$ cat src/rtl/mmio_responder.sv
// mmio_responder
// Memory-mapped I/O responder on the CPU data-memory port. It decodes a
// 256-byte window at BASE and answers loads and stores there in place of
// the data RAM. It holds the board LED register, the seven-segment display
// register and a prescaled 32-bit timer with compare match and interrupt.
//
// Ports:
//   clk     system clock, all state changes on the rising edge
//   rst     synchronous, active-low reset
//   addr    byte address of the access (addr[1:0] ignored)
//   wdata   store data
//   wren    store strobe, one cycle per store
//   rden    load strobe, one cycle per load
//   hit     combinational window decode (addr[31:8] == BASE[31:8])
//   rdata   registered load data, held until the next accepted read
//   rvalid  one-cycle pulse marking fresh rdata
//   LEDR    LED register
//   PCSEG   seven-segment register
//   irq     registered timer interrupt (match flag AND irq_en)
//
// Register map (word offset within the window):
//   0x00 LED [9:0]   0x04 SEG [23:0]   0x08 COUNT   0x0C COMPARE
//   0x10 CTRL {irq_en, auto_reload, enable}   0x14 STATUS {match}, W1C
module mmio_responder #(
  parameter logic [31:0] BASE     = 32'hFFFF0000,
  parameter int unsigned PRESCALE = 1
) (
  input  logic        clk,
  input  logic        rst,
  input  logic [31:0] addr,
  input  logic [31:0] wdata,
  input  logic        wren,
  input  logic        rden,
  output logic        hit,
  output logic [31:0] rdata,
  output logic        rvalid,
  output logic [9:0]  LEDR,
  output logic [23:0] PCSEG,
  output logic        irq
);

  localparam int unsigned    PW      = (PRESCALE > 1) ? $clog2(PRESCALE) : 1;
  localparam logic [PW-1:0]  PS_LAST = PW'(PRESCALE - 1);

  typedef enum logic [5:0] {
    REG_LED     = 6'h00,
    REG_SEG     = 6'h01,
    REG_COUNT   = 6'h02,
    REG_COMPARE = 6'h03,
    REG_CTRL    = 6'h04,
    REG_STATUS  = 6'h05
  } reg_idx_e;

  logic [31:0]   count_q;
  logic [31:0]   compare_q;
  logic [2:0]    ctrl_q;
  logic          match_q;
  logic [PW-1:0] psc_q;

  logic [5:0]    word;
  logic          wr_acc;
  logic          rd_acc;
  logic          tick;
  logic          match_set;
  logic          status_clr;
  logic          match_d;
  logic [31:0]   count_d;
  logic [PW-1:0] psc_d;
  logic [31:0]   rd_mux;
  logic          unused_addr_bits;

  assign hit              = (addr[31:8] == BASE[31:8]);
  assign word             = addr[7:2];
  assign unused_addr_bits = ^addr[1:0];

  // A store and a load in the same cycle: the store wins, the load is dropped.
  assign wr_acc = hit && wren;
  assign rd_acc = hit && rden && !wren;

  assign tick = ctrl_q[0] && (psc_q == PS_LAST);

  // Prescaler is held at zero while disabled so a re-enable always starts a
  // full period.
  always_comb begin
    psc_d = psc_q + PW'(1);
    if (!ctrl_q[0] || tick) begin
      psc_d = '0;
    end
  end

  // A software COUNT write takes priority over the tick, and suppresses the
  // compare evaluation for that cycle.
  always_comb begin
    count_d   = count_q;
    match_set = 1'b0;
    if (wr_acc && (word == REG_COUNT)) begin
      count_d = wdata;
    end else if (tick) begin
      if (count_q == compare_q) begin
        match_set = 1'b1;
        count_d   = ctrl_q[1] ? '0 : count_q + 32'd1;
      end else begin
        count_d = count_q + 32'd1;
      end
    end
  end

  // Setting beats clearing when a match and a W1C land together.
  assign status_clr = wr_acc && (word == REG_STATUS) && wdata[0];
  assign match_d    = match_set || (match_q && !status_clr);

  always_comb begin
    rd_mux = '0;
    case (word)
      REG_LED:     rd_mux = {22'd0, LEDR};
      REG_SEG:     rd_mux = {8'd0, PCSEG};
      REG_COUNT:   rd_mux = count_q;
      REG_COMPARE: rd_mux = compare_q;
      REG_CTRL:    rd_mux = {29'd0, ctrl_q};
      REG_STATUS:  rd_mux = {31'd0, match_q};
      default:     rd_mux = '0;
    endcase
  end

  always_ff @(posedge clk) begin
    if (!rst) begin
      LEDR      <= '0;
      PCSEG     <= '0;
      count_q   <= '0;
      compare_q <= '1;
      ctrl_q    <= '0;
      match_q   <= 1'b0;
      psc_q     <= '0;
      rdata     <= '0;
      rvalid    <= 1'b0;
      irq       <= 1'b0;
    end else begin
      count_q <= count_d;
      match_q <= match_d;
      psc_q   <= psc_d;
      irq     <= match_q && ctrl_q[2];
      rvalid  <= rd_acc;
      if (rd_acc) begin
        rdata <= rd_mux;
      end
      if (wr_acc) begin
        case (word)
          REG_LED:     LEDR      <= wdata[9:0];
          REG_SEG:     PCSEG     <= wdata[23:0];
          REG_COMPARE: compare_q <= wdata;
          REG_CTRL:    ctrl_q    <= wdata[2:0];
          default:     ;
        endcase
      end
    end
  end

endmodule

$ cat config.mk
export PLATFORM = sky130hd
export DESIGN_NAME = mmio_responder
export DESIGN_NICKNAME = d
export VERILOG_FILES = /design/src/rtl/mmio_responder.sv
export SDC_FILE = /design/constraint.sdc
export NUM_CORES = 1
export LEC_CHECK = 0
export BUFFER_PORTS_ARGS = -buffer_cell sky130_fd_sc_hd__buf_2
export CORE_MARGIN = 2
export CORE_UTILIZATION = 40
export CTS_CLUSTER_SIZE = 24
export DETAILED_ROUTE_END_ITERATION = 12
export GPL_TIMING_DRIVEN = 1
export PLACE_DENSITY_LB_ADDON = 0.12
export SYNTH_ARGS = -nofsm -noshare
export SYNTH_HDL_FRONTEND = slang
export SYNTH_SLANG_ARGS = --single-unit
$ cat constraint.sdc
create_clock -name clk -period 7.6 [get_ports clk]
set_clock_uncertainty 0.15 [all_clocks]
set_input_delay 1.52 -clock clk [delete_from_list [all_inputs] [get_ports clk]]
set_output_delay 1.52 -clock clk [all_outputs]
set_load 0.005 [all_outputs]
Word-level counts from Yosys, hierarchy flattened
Index checks and enable logic that the tools add are counted.

storage, ports and cells
  bits in registers = 137
  ROM bits = 0
  output and inout port bits = 69
  logic and storage cells = 50
  RAM bits = 0
  memories kept = 0
  latch bits = 0

cells by class
  magnitude comparators = 0
  multiply operators = 0
  divide/modulo/power cells = 0
  shift operators = 0
  $add $sub $neg = 2
  bitwise logic cells = 2
  mux-type cells = 8
  equal/unequal tests = 7
  reductions and logical operators = 21

operators by type and width
  cell                   number
  $pmux 32 s6            1
  $mux 32                4
  $add 32x1->32 const B  1
  $eq 32x32->1           1
  $eq 24x24->1 const B   1
  $eq 6x2->1 const B     2
  $eq 6x3->1 const B     2
  $logic_and 1x1->1      9
  $reduce_and 2->1       4
  $eq 6x1->1 const B     1
  $logic_not 6->1        1
  $logic_not 1->1        3
  $mux 1                 3
  $logic_or 1x1->1       2
  $not 1->1              2
  $reduce_bool 2->1      1
  $reduce_or 2->1        1
  $add 1x1->1 const B    1

Logic depth before layout (Yosys ltp)
Gate-level depths: netlist of run 1.

  word-level depth = 7
  gate-level depth with buffers = 9
  depth with buffers taken out = 7

Worst setup path before layout of run 1
No wires, ideal clock.

  path type = input-to-output
  start point = in addr[9]
  end point = out hit
  data arrival time = 2.695 ns
  slack = 3.235 ns
  stages = 4
  path buffers = 0
  cells stage by stage = or4_1 -> nor4_4 -> nand2_1 -> inv_1

between the ends
  word-level cells in the longest chain between the ends = 1

ends and longest elaborated chain
  element          line  source
  start, declared  30    input logic [31:0] addr,
  $eq 24x24->1     72    assign hit = (addr[31:8] == BASE[31:8]);
  end, declared    34    output logic hit,

Every way passes these cells.

Worst setup path after layout of run 1
  start point = in addr[9]
  end point = reg rdata[23]

between the ends
  word-level cells in the longest chain between the ends = 3

ends and longest elaborated chain
  element                         line  source
  $eq 24x24->1                    72
  $logic_and 1x1->1 (2 in a row)  78    assign rd_acc = hit && rden && !wren;
  end signal, assigned            144   rdata <= rd_mux;
  end, declared                   35    output logic [31:0] rdata,

Every way passes these cells.
A chain may end at the register's enable or synchronous reset.

==> out/results.ini, run 1 <==
[setup_path]
critPathSlowestCell=nand4_2
critical_path_class=in -> reg
reg2regPathDepth=7
cp_top_family=simple AND/OR/NAND/NOR gates
endpoint_kind=flop
path_buf_inv=2
path_depth=8
cp_data_arrival_time_ns=5.01
cp_max_fo=43
slowest_delay_ns=0.94
ff2ff_setup_slack_ns=4.71
path_cells=buf_2 -> or4_1 -> nor4_4 -> nand4_2 -> nor2_1 -> buf_4 -> nand2_1 -> a21oi_1
cp_data_required_time_ns=7.79
startpoint_type=primary input

[finish]
nNetsFinal=995
layout_common_cells=dfxtp_1 (137), nand2_1 (134), buf_2 (134)
area_growth_pct=20.0
drive_gt1_share_pct=19.9
mostFrequentLayoutCell=dfxtp_1

[die]
die_w_um=134
core-area_um2=16600
num_rows=47
fp.dieArea_um2=18000
die_h_um=134
ios=137
initial_core_util_pct=40.9

[detailed_routing]
vias=6490
wl_per_cell_um=19.1
drt-initial-drc-count=499
drc_errors=0
antenna_left=0
postRouteWirelength_um=22200
dr.pass1.iters=6
viasPerCell=5.59

[clock_network]
postCtsSetupBuffers=0
holdBufCountCts=0
cts_tree=built
htree_levels=4
clk_path_buf_depth=2
ctsResizeCount=0
clk_latency_ns=0.42
cts.sinks=137
clockRootBuffer=clkbuf_16
cts-buffers-inserted=17
clk_pin_slew_ns=0.05

[timing]
finalSetupViolCount=0
rsz0062_at_grt=false
max_slew_margin_pct=25.8
fmax_mhz=208
hold_viol=0
hold-worst-slack_ns=0.301
fin_crit_ns=4.81
tns_ns=0
worst_pin_slew_ns=1.11
drv_slew=0
min_period_over_period_pct=63.3

[yosys]
syn_area_per_cell_um2=8.13
yosysWarnings=0
yosysUniqueCellTypes=52
syn-cell-area_um2=6790
syn-num-nets=904
synth_flop_cell=dfxtp_1
syn_inst=835
synth_seq_area_share_pct=40.4
synth-edff-count=0
async_flop_share_pct=0
ys_ff_latch=137

[hold_path]
min_path_cells=2
hold_class=reg -> reg

[power]
powerDensity_nw_per_um2=208
irDropWorstVdd_mv=0.159
power_w=0.00170
p_leak_nw=3.32

[run]
maxCapViolations=0

[global_routing]
antenna_found_initial=1
grt_pass1_vias=5862
grt_usage_pct=24.9
overflow=0
grt_pass1_wl_um=34500
grt_start_max_net_pins=89

[placement]
hpwl_um=15200
gp_congestion=0.838
port_buffers=134

[status]
status=complete, no violations

[worst reg2reg max path, cell delays in order (launching register included)]
cell	delay, ns
dfxtp_1	0.46
xor2_1	0.21
nor4_1	0.48
nand4_1	0.24
nor4_2	0.19
buf_4	0.21
or3_1	0.59
o22ai_1	0.19
[Yosys cell counts, drive strengths merged (6+ instances only)]
library cell | number | area (um^2)
dfxtp | 137 | 2740
nand2 | 134 | 503
nor2 | 72 | 273
a21oi | 58 | 290
clkbuf | 55 | 206
nand3 | 48 | 240
mux2i | 44 | 440
xor2 | 41 | 359
a22o | 28 | 245
a22oi | 24 | 180
nor3 | 23 | 115
and3 | 18 | 113
buf | 17 | 83.8
nand4 | 16 | 113
o22ai | 16 | 100
nor4 | 15 | 121
a211oi | 12 | 90.1
o21ai | 12 | 60.1
xnor2 | 9 | 78.8
o32ai | 8 | 70.1
inv | 6 | 22.5
[worst paths after layout]
kind,start,end
hold reg to reg,rdata[23],rdata[23]
setup reg to reg,count_q[8],count_q[29]
hold / removal,rdata[23],rdata[23]
setup / recovery,addr[9],rdata[23]
[cell type report]
cell class | count | area, um^2
antenna | 1 | 2.50
clock buffer | 24 | 472
clock inverter | 8 | 119
fill | 1686 | 8440
inverter | 6 | 22.5
multi-input combinational | 620 | 3770
sequential | 137 | 2740
tap | 220 | 275
timing repair buffer | 144 | 746
[stage by stage]
stage / cells / util [%] / area [um^2] / worst slack, ns
2_1_floorplan: 835 / - / 6790 / 3.23
3_3_place_gp: 1127 / 45.5 / 7550 / 2.43
3_5_place_dp: 1127 / 45.5 / 7550 / 2.41
4_1_cts: 1159 / 49.1 / 8140 / 2.85
5_1_grt: 1159 / 49.1 / 8140 / 2.49
6_report: 1160 / 49.1 / 8150 / 2.79
[layer usage]
metal,GRT usage (%),up-vias,routed length [um]
met5,0,-,0
li1,-,3149,-
met2,36.5,243,9530
met1,37.5,3086,10900
met4,6.14,0,120
met3,4.72,12,1650
[cells by family after synthesis]
kind of cell	share of synthesized area (%)
muxes	6.82
and+or+nand+nor	25.0
adders and majority gates	0.184
DFF	40.4
buffers and inverters	4.61
xor gates and xnor gates	6.45
AOI/OAI and AO/OA	16.5
other	0.0552
[power breakdown]
| part | switching, W | total [W] | internal (W) |
|---|---|---|---|
| registers | 0.0000231 | 0.000752 | 0.000729 |
| logic | 0.0000629 | 0.000105 | 0.0000421 |
| clock network | 0.000307 | 0.000838 | 0.000532 |
[registers in the layout (all words and copies together) (netlist names)]
register and flops:
compare_q 32, count_q 32, rdata 32, PCSEG 24
LEDR 10, ctrl_q 3, irq 1, match_q 1
psc_q 1, rvalid 1
No activity file was read; power rests on OpenSTA's default activity.
==> inputs of run 2 (changes only) <==
- clock period: 7.6 -> 4.61 ns (I/O delays scaled with it)
==> run 2 against run 1 <==
Register-to-register slack lost 2.9 ns. Clock power up 80%. Via count rose by 0.92%. Worst setup slack lost 1.7 ns. Design area increased by 1.4%. Sequential share of layout area down 0.46 points. Wire length is 2.1% higher. Combinational power is 69% higher. Total power up 73%. Global-route usage up 0.40 points. Sequential power grew 65%. Critical path depth fell by 2. Critical endpoint is now hit. Highest routed layer unchanged.
==> out/results.ini, run 2 (same netlist as run 1, synthesis figures left out) <==
[timing]
worst_pin_slew_ns=1.12  ; +0.0118 ns
rsz0062_at_grt=false
min_period_over_period_pct=77.2
hold-worst-slack_ns=0.297  ; -0.00451 ns
hold_viol=0  ; unchanged
finalSetupViolCount=0  ; unchanged
tns_ns=0  ; unchanged
drv_slew=0  ; unchanged
fin_crit_ns=3.56
fmax_mhz=281
max_slew_margin_pct=25.3  ; -0.47 points

[clock_network]
ctsResizeCount=0  ; unchanged
cts-buffers-inserted=17  ; unchanged
clockRootBuffer=clkbuf_16
htree_levels=4  ; unchanged
cts_tree=built
cts.sinks=137  ; unchanged
clk_latency_ns=0.43  ; about the same
clk_path_buf_depth=2  ; unchanged
clk_pin_slew_ns=0.06  ; about the same
holdBufCountCts=0  ; unchanged
postCtsSetupBuffers=0  ; unchanged

[global_routing]
antenna_found_initial=0  ; -1
grt_start_max_net_pins=69  ; -22%
grt_pass1_wl_um=35200  ; +2.0%
grt_usage_pct=25.3  ; +0.40 points
grt_pass1_vias=6086  ; +3.8%
overflow=0  ; unchanged

[setup_path]
cp_data_required_time_ns=3.54  ; -4.25 ns
startpoint_type=primary input
cp_data_arrival_time_ns=2.49  ; -2.52 ns
critical_path_class=in -> out
cp_max_fo=7  ; -84%
endpoint_kind=output pin

[die]
initial_core_util_pct=40.9  ; unchanged
num_rows=47  ; unchanged
fp.dieArea_um2=18000  ; unchanged
core-area_um2=16600  ; unchanged
ios=137  ; unchanged
die_h_um=134  ; unchanged
die_w_um=134  ; unchanged

[finish]
drive_gt1_share_pct=20.9  ; +0.97 points
fillCellCount=1684  ; -0.12%
antenna_cells=0  ; -1
area_growth_pct=21.7
reg_top3=compare_q (32), count_q (32), rdata (32)
mostFrequentLayoutCell=dfxtp_1
nNetsFinal=1004  ; +0.90%
layout_common_cells=dfxtp_1 (137), nand2_1 (134), buf_2 (134)
final_cell_area_um2=8260  ; +1.4%

[power]
irDropWorstVdd_mv=0.259  ; +63%
powerDensity_nw_per_um2=355  ; +71%
p_leak_nw=3.38  ; +1.8%

[detailed_routing]
vias=6550  ; +0.92%
antenna_left=0  ; unchanged
wl_per_cell_um=19.4  ; +1.4%
dr.pass1.iters=5  ; -1
drc_errors=0  ; unchanged
viasPerCell=5.61  ; +0.23%
drt-initial-drc-count=576  ; +15%
postRouteWirelength_um=22600  ; +2.1%

[status]
status=complete, no violations

[placement]
hpwl_um=15700  ; +3.0%
placed_area_um2=7610  ; +0.71%
port_buffers=134  ; unchanged
gp_congestion=0.851  ; +1.5%

[run]
maxCapViolations=0  ; unchanged

[hold_path]
hold_class=reg -> reg

==> run 2: area by class of cell <==
| class | instances | area (um^2) | area share, % |
|---|---|---|---|
| Tap cell | 220 | 275 | 3.33 |
| Clock buffer | 21 | 460 | 5.57 |
| Timing Repair Buffer | 153 | 813 | 9.85 |
| Multi-Input combinational cell | 620 | 3750 | 45.4 |
| Clock inverter | 11 | 193 | 2.33 |
| Sequential cell | 137 | 2740 | 33.2 |
| Inverter | 6 | 22.5 | 0.273 |
==> run 2: routing by layer <==
metal / routed length (um) / track usage [%] / vias to the layer above
met5: 0 / 0 / -
met4: 323 / 6.67 / 0
met3: 1670 / 5.56 / 23
met2: 9590 / 36.7 / 236
met1: 11100 / 37.7 / 3126
li1: - / - / 3165
==> run 2: per-stage QoR <==
stage,instances,power (W),utilization [%],setup slack [ns]
floorplan,835,0.00136,-,1.44
global placement,1136,0.00144,45.9,0.936
detailed placement,1136,0.00144,45.9,0.880
CTS,1168,0.00295,49.8,1.07
global route,1168,0.00302,49.8,0.986
finish,1168,0.00293,49.8,1.05
==> run 2: where the power goes <==
group	total [W]	internal (W)	switching, W
Sequential	0.00124	0.00120	0.0000401
Combinational	0.000177	0.0000704	0.000107
Clock	0.00151	0.000989	0.000526
Total	0.00293	0.00226	0.000672
==> run 2: final timing paths <==
kind,slack (ns),depth (start not counted),from,to
min reg2reg,0.30,2,rdata[23],rdata[23]
max,1.05,6,addr[9],hit
min,0.30,2,rdata[23],rdata[23]
max reg2reg,1.79,6,count_q[28],count_q[31]
==> run 2: critical path: stages <==
cell and delay (ns):
buf_2 0.11, or4_1 0.57, nor4_4 0.48, nand2_1 0.20, inv_1 0.09, buf_2 0.11
==> inputs of run 3 (changes only) <==
- ABC_AREA: default -> 1
- clock period: 4.61 -> 3.7 ns (I/O delays scaled with it)
==> run 3 against run 2 <==
Worst setup slack worse by 0.0048 ns. Via count up 17%. Wire length up 6.8%. Utilization down 2.0 points. First-iteration DRC count up 17%. Sequential power up 19%. Combinational power down 32%. Global-route usage down 1.1 points. Synthesized area up 11%. Critical path depth up 2. Largest cell class unchanged.
==> out/results.ini, run 3 <==
[finish]
fillCellCount=1966  ; +17%
drive_gt1_share_pct=17.2  ; -3.7 points
layout_common_cells=nand2_1 (276), inv_1 (170), nor2_1 (143)
final_cell_area_um2=8880  ; +7.6%
mostFrequentLayoutCell=nand2_1
area_growth_pct=18.3
antenna_cells=0  ; unchanged
nNetsFinal=1310  ; +30%
reg_top3=compare_q (32), count_q (32), rdata (32)

[setup_path]
cp_data_arrival_time_ns=2.87  ; +0.38 ns
startpoint_type=primary input
endpoint_kind=flop
cp_common_cell=nor2_4
critPathSlowestCell=o21ai_0
slowest_delay_ns=0.64  ; +0.07 ns
cp_max_fo=23  ; +16
cp_data_required_time_ns=3.91  ; +0.37 ns
critical_path_class=in -> reg
ff2ff_setup_slack_ns=1.48  ; -0.31 ns
path_cells=buf_2 -> nor2_4 -> nand3_2 -> nor2_4 -> inv_2 -> o21ai_0 -> o21ai_1 -> a21oi_1

[placement]
port_buffers=134  ; unchanged
hpwl_um=16800  ; +7.0%
gp_congestion=0.874  ; +2.7%
placed_area_um2=8270  ; +8.7%

[detailed_routing]
antenna_left=0  ; unchanged
vias=7635  ; +17%
drc_errors=0  ; unchanged
dr.pass1.iters=5  ; unchanged
drt-initial-drc-count=675  ; +17%
viasPerCell=5.13  ; -8.5%
wl_per_cell_um=16.3  ; -16%
postRouteWirelength_um=24200  ; +6.8%

[yosys]
synthAdderAreaFrac_pct=0.167  ; -0.018 points
synthSimpleGateAreaFrac_pct=29.1  ; +4.1 points
async_flop_share_pct=0  ; unchanged
ys_ff_latch=137  ; unchanged
synth_top_family_by_area=simple AND/OR/NAND/NOR gates
yosysMostFrequentCell=nand2_1
syn_area_per_cell_um2=6.61  ; -19%
synth_seq_area_share_pct=36.5  ; -3.9 points
synth-edff-count=0  ; unchanged
synth-xor-area-share_pct=1.52  ; -4.9 points
synth_common_cells=nand2_1 (277), inv_1 (171), nor2_1 (143)
synth-compound-area-share_pct=19.4  ; +2.9 points
yosysTopAreaCell=dfxtp_1
yosysUniqueCellTypes=39  ; -25%
syn-cell-area_um2=7510  ; +11%
synthTopCellsByArea=dfxtp_1 (37%), nand2_1 (14%), inv_1 (8.5%), nor2_1 (7.1%), o22ai_1 (4.8%)
yosysWarnings=0  ; unchanged
syn_inst=1136  ; +36%
synth_top_cell_area_share_pct=36.5  ; -3.9 points
synthMuxAreaShare_pct=0  ; -6.8 points
synth_flop_cell=dfxtp_1
syn-num-nets=1205  ; +33%

[clock_network]
holdBufCountCts=0  ; unchanged
postCtsSetupBuffers=0  ; unchanged
clk_latency_ns=0.43  ; about the same
ctsResizeCount=0  ; unchanged
cts-buffers-inserted=17  ; unchanged
clk_path_buf_depth=2  ; unchanged
htree_levels=4  ; unchanged
clockRootBuffer=clkbuf_16
cts.sinks=137  ; unchanged
clk_pin_slew_ns=0.06  ; about the same
cts_tree=built

[die]
core-area_um2=18600  ; +12%
die_h_um=141  ; +5.0%
num_rows=50  ; +6.4%
initial_core_util_pct=40.4  ; -0.50 points
ios=137  ; unchanged
fp.dieArea_um2=19900  ; +10%
die_w_um=141  ; +5.0%

[run]
maxCapViolations=0  ; unchanged

[power]
irDropWorstVdd_mv=0.254  ; -2.0%
p_leak_nw=4.06  ; +20%
powerDensity_nw_per_um2=383  ; +7.7%

[global_routing]
grt.busiest_layer=met1
grt_util_met3_pct=3.77  ; -1.8 points
grt_usage_pct=24.2  ; -1.1 points
grt_util_met1_pct=36.2  ; -1.5 points
grt_pass1_vias=6844  ; +12%
overflow=0  ; unchanged
grt_start_max_net_pins=104  ; +51%
grt_use_met2_pct=35.4  ; -1.3 points
grt_pass1_wl_um=37500  ; +6.6%
antenna_found_initial=0  ; unchanged

[timing]
drv_slew=0  ; unchanged
fmax_mhz=377
fin_crit_ns=2.65
hold-worst-slack_ns=0.309  ; +0.0128 ns
max_slew_margin_pct=52.6  ; +27 points
finalSetupViolCount=0  ; unchanged
hold_viol=0  ; unchanged
worst_pin_slew_ns=0.712  ; -0.408 ns
tns_ns=0  ; unchanged
min_period_over_period_pct=71.7
rsz0062_at_grt=false

[hold_path]
hold_class=reg -> reg

[status]
status=complete, no violations

## run 3: area by class of cell
| class | instances | area [um^2] | share of cell area, % |
|---|---|---|---|
| multi-input cells | 759 | 3770 | 42.5 |
| flip-flops and latches | 137 | 2740 | 30.9 |
| repair buffers | 145 | 778 | 8.76 |
| inverters | 181 | 679 | 7.65 |
| clock buffers | 18 | 429 | 4.83 |
| well taps | 234 | 293 | 3.30 |
| clock inverters | 14 | 188 | 2.11 |
## run 3: worst paths after layout
path / cells past startpoint / endpoint / startpoint
hold reg to reg: 2 / rdata[10] / rdata[10]
setup / recovery: 8 / rdata[5] / addr[7]
hold / removal: 2 / rdata[10] / rdata[10]
setup reg to reg: 10 / count_q[22] / count_q[0]
## run 3: metrics by stage
stage | setup slack [ns] | power (W) | util, % | std cells
final | 1.05 | 0.00340 | 47.8 | 1488
after global routing | 1.04 | 0.00351 | 47.8 | 1488
after CTS | 1.23 | 0.00343 | 47.8 | 1488
after detailed placement | 0.782 | 0.00163 | 44.5 | 1456
after global placement | 0.752 | 0.00163 | 44.5 | 1456
after floorplan | 1.56 | 0.00156 | - | 1136
## run 3: routing by layer
layer | up-vias | share of wire, %
met5 | - | 0
met4 | 0 | 2.0
met3 | 34 | 6.9
met2 | 294 | 42
met1 | 3422 | 49
li1 | 3885 | -
## run 3: cell families (layout without fill, tap and decap cells)
family,Yosys count,count (layout)
DFF,137,137
xor gates and xnor gates,13,13
adders and majority gates,1,1
and+or+nand+nor,516,516
buffers and inverters,240,358
AOI/OAI and AO/OA,228,228
other,1,1
## run 3: power breakdown
part           switching (W)  internal (W)  total [W]
clock               0.000726       0.00108    0.00181
combinational      0.0000825     0.0000373   0.000120
sequential       0.000000121       0.00148    0.00148
total               0.000809       0.00259    0.00340
## run 3: worst max-delay path, delay by kind of cell
family                 cells  cell delay [ns]
AOI/OAI and AO/OA          3             0.92
buffers and inverters      2             0.47
and+or+nand+nor            3             0.72
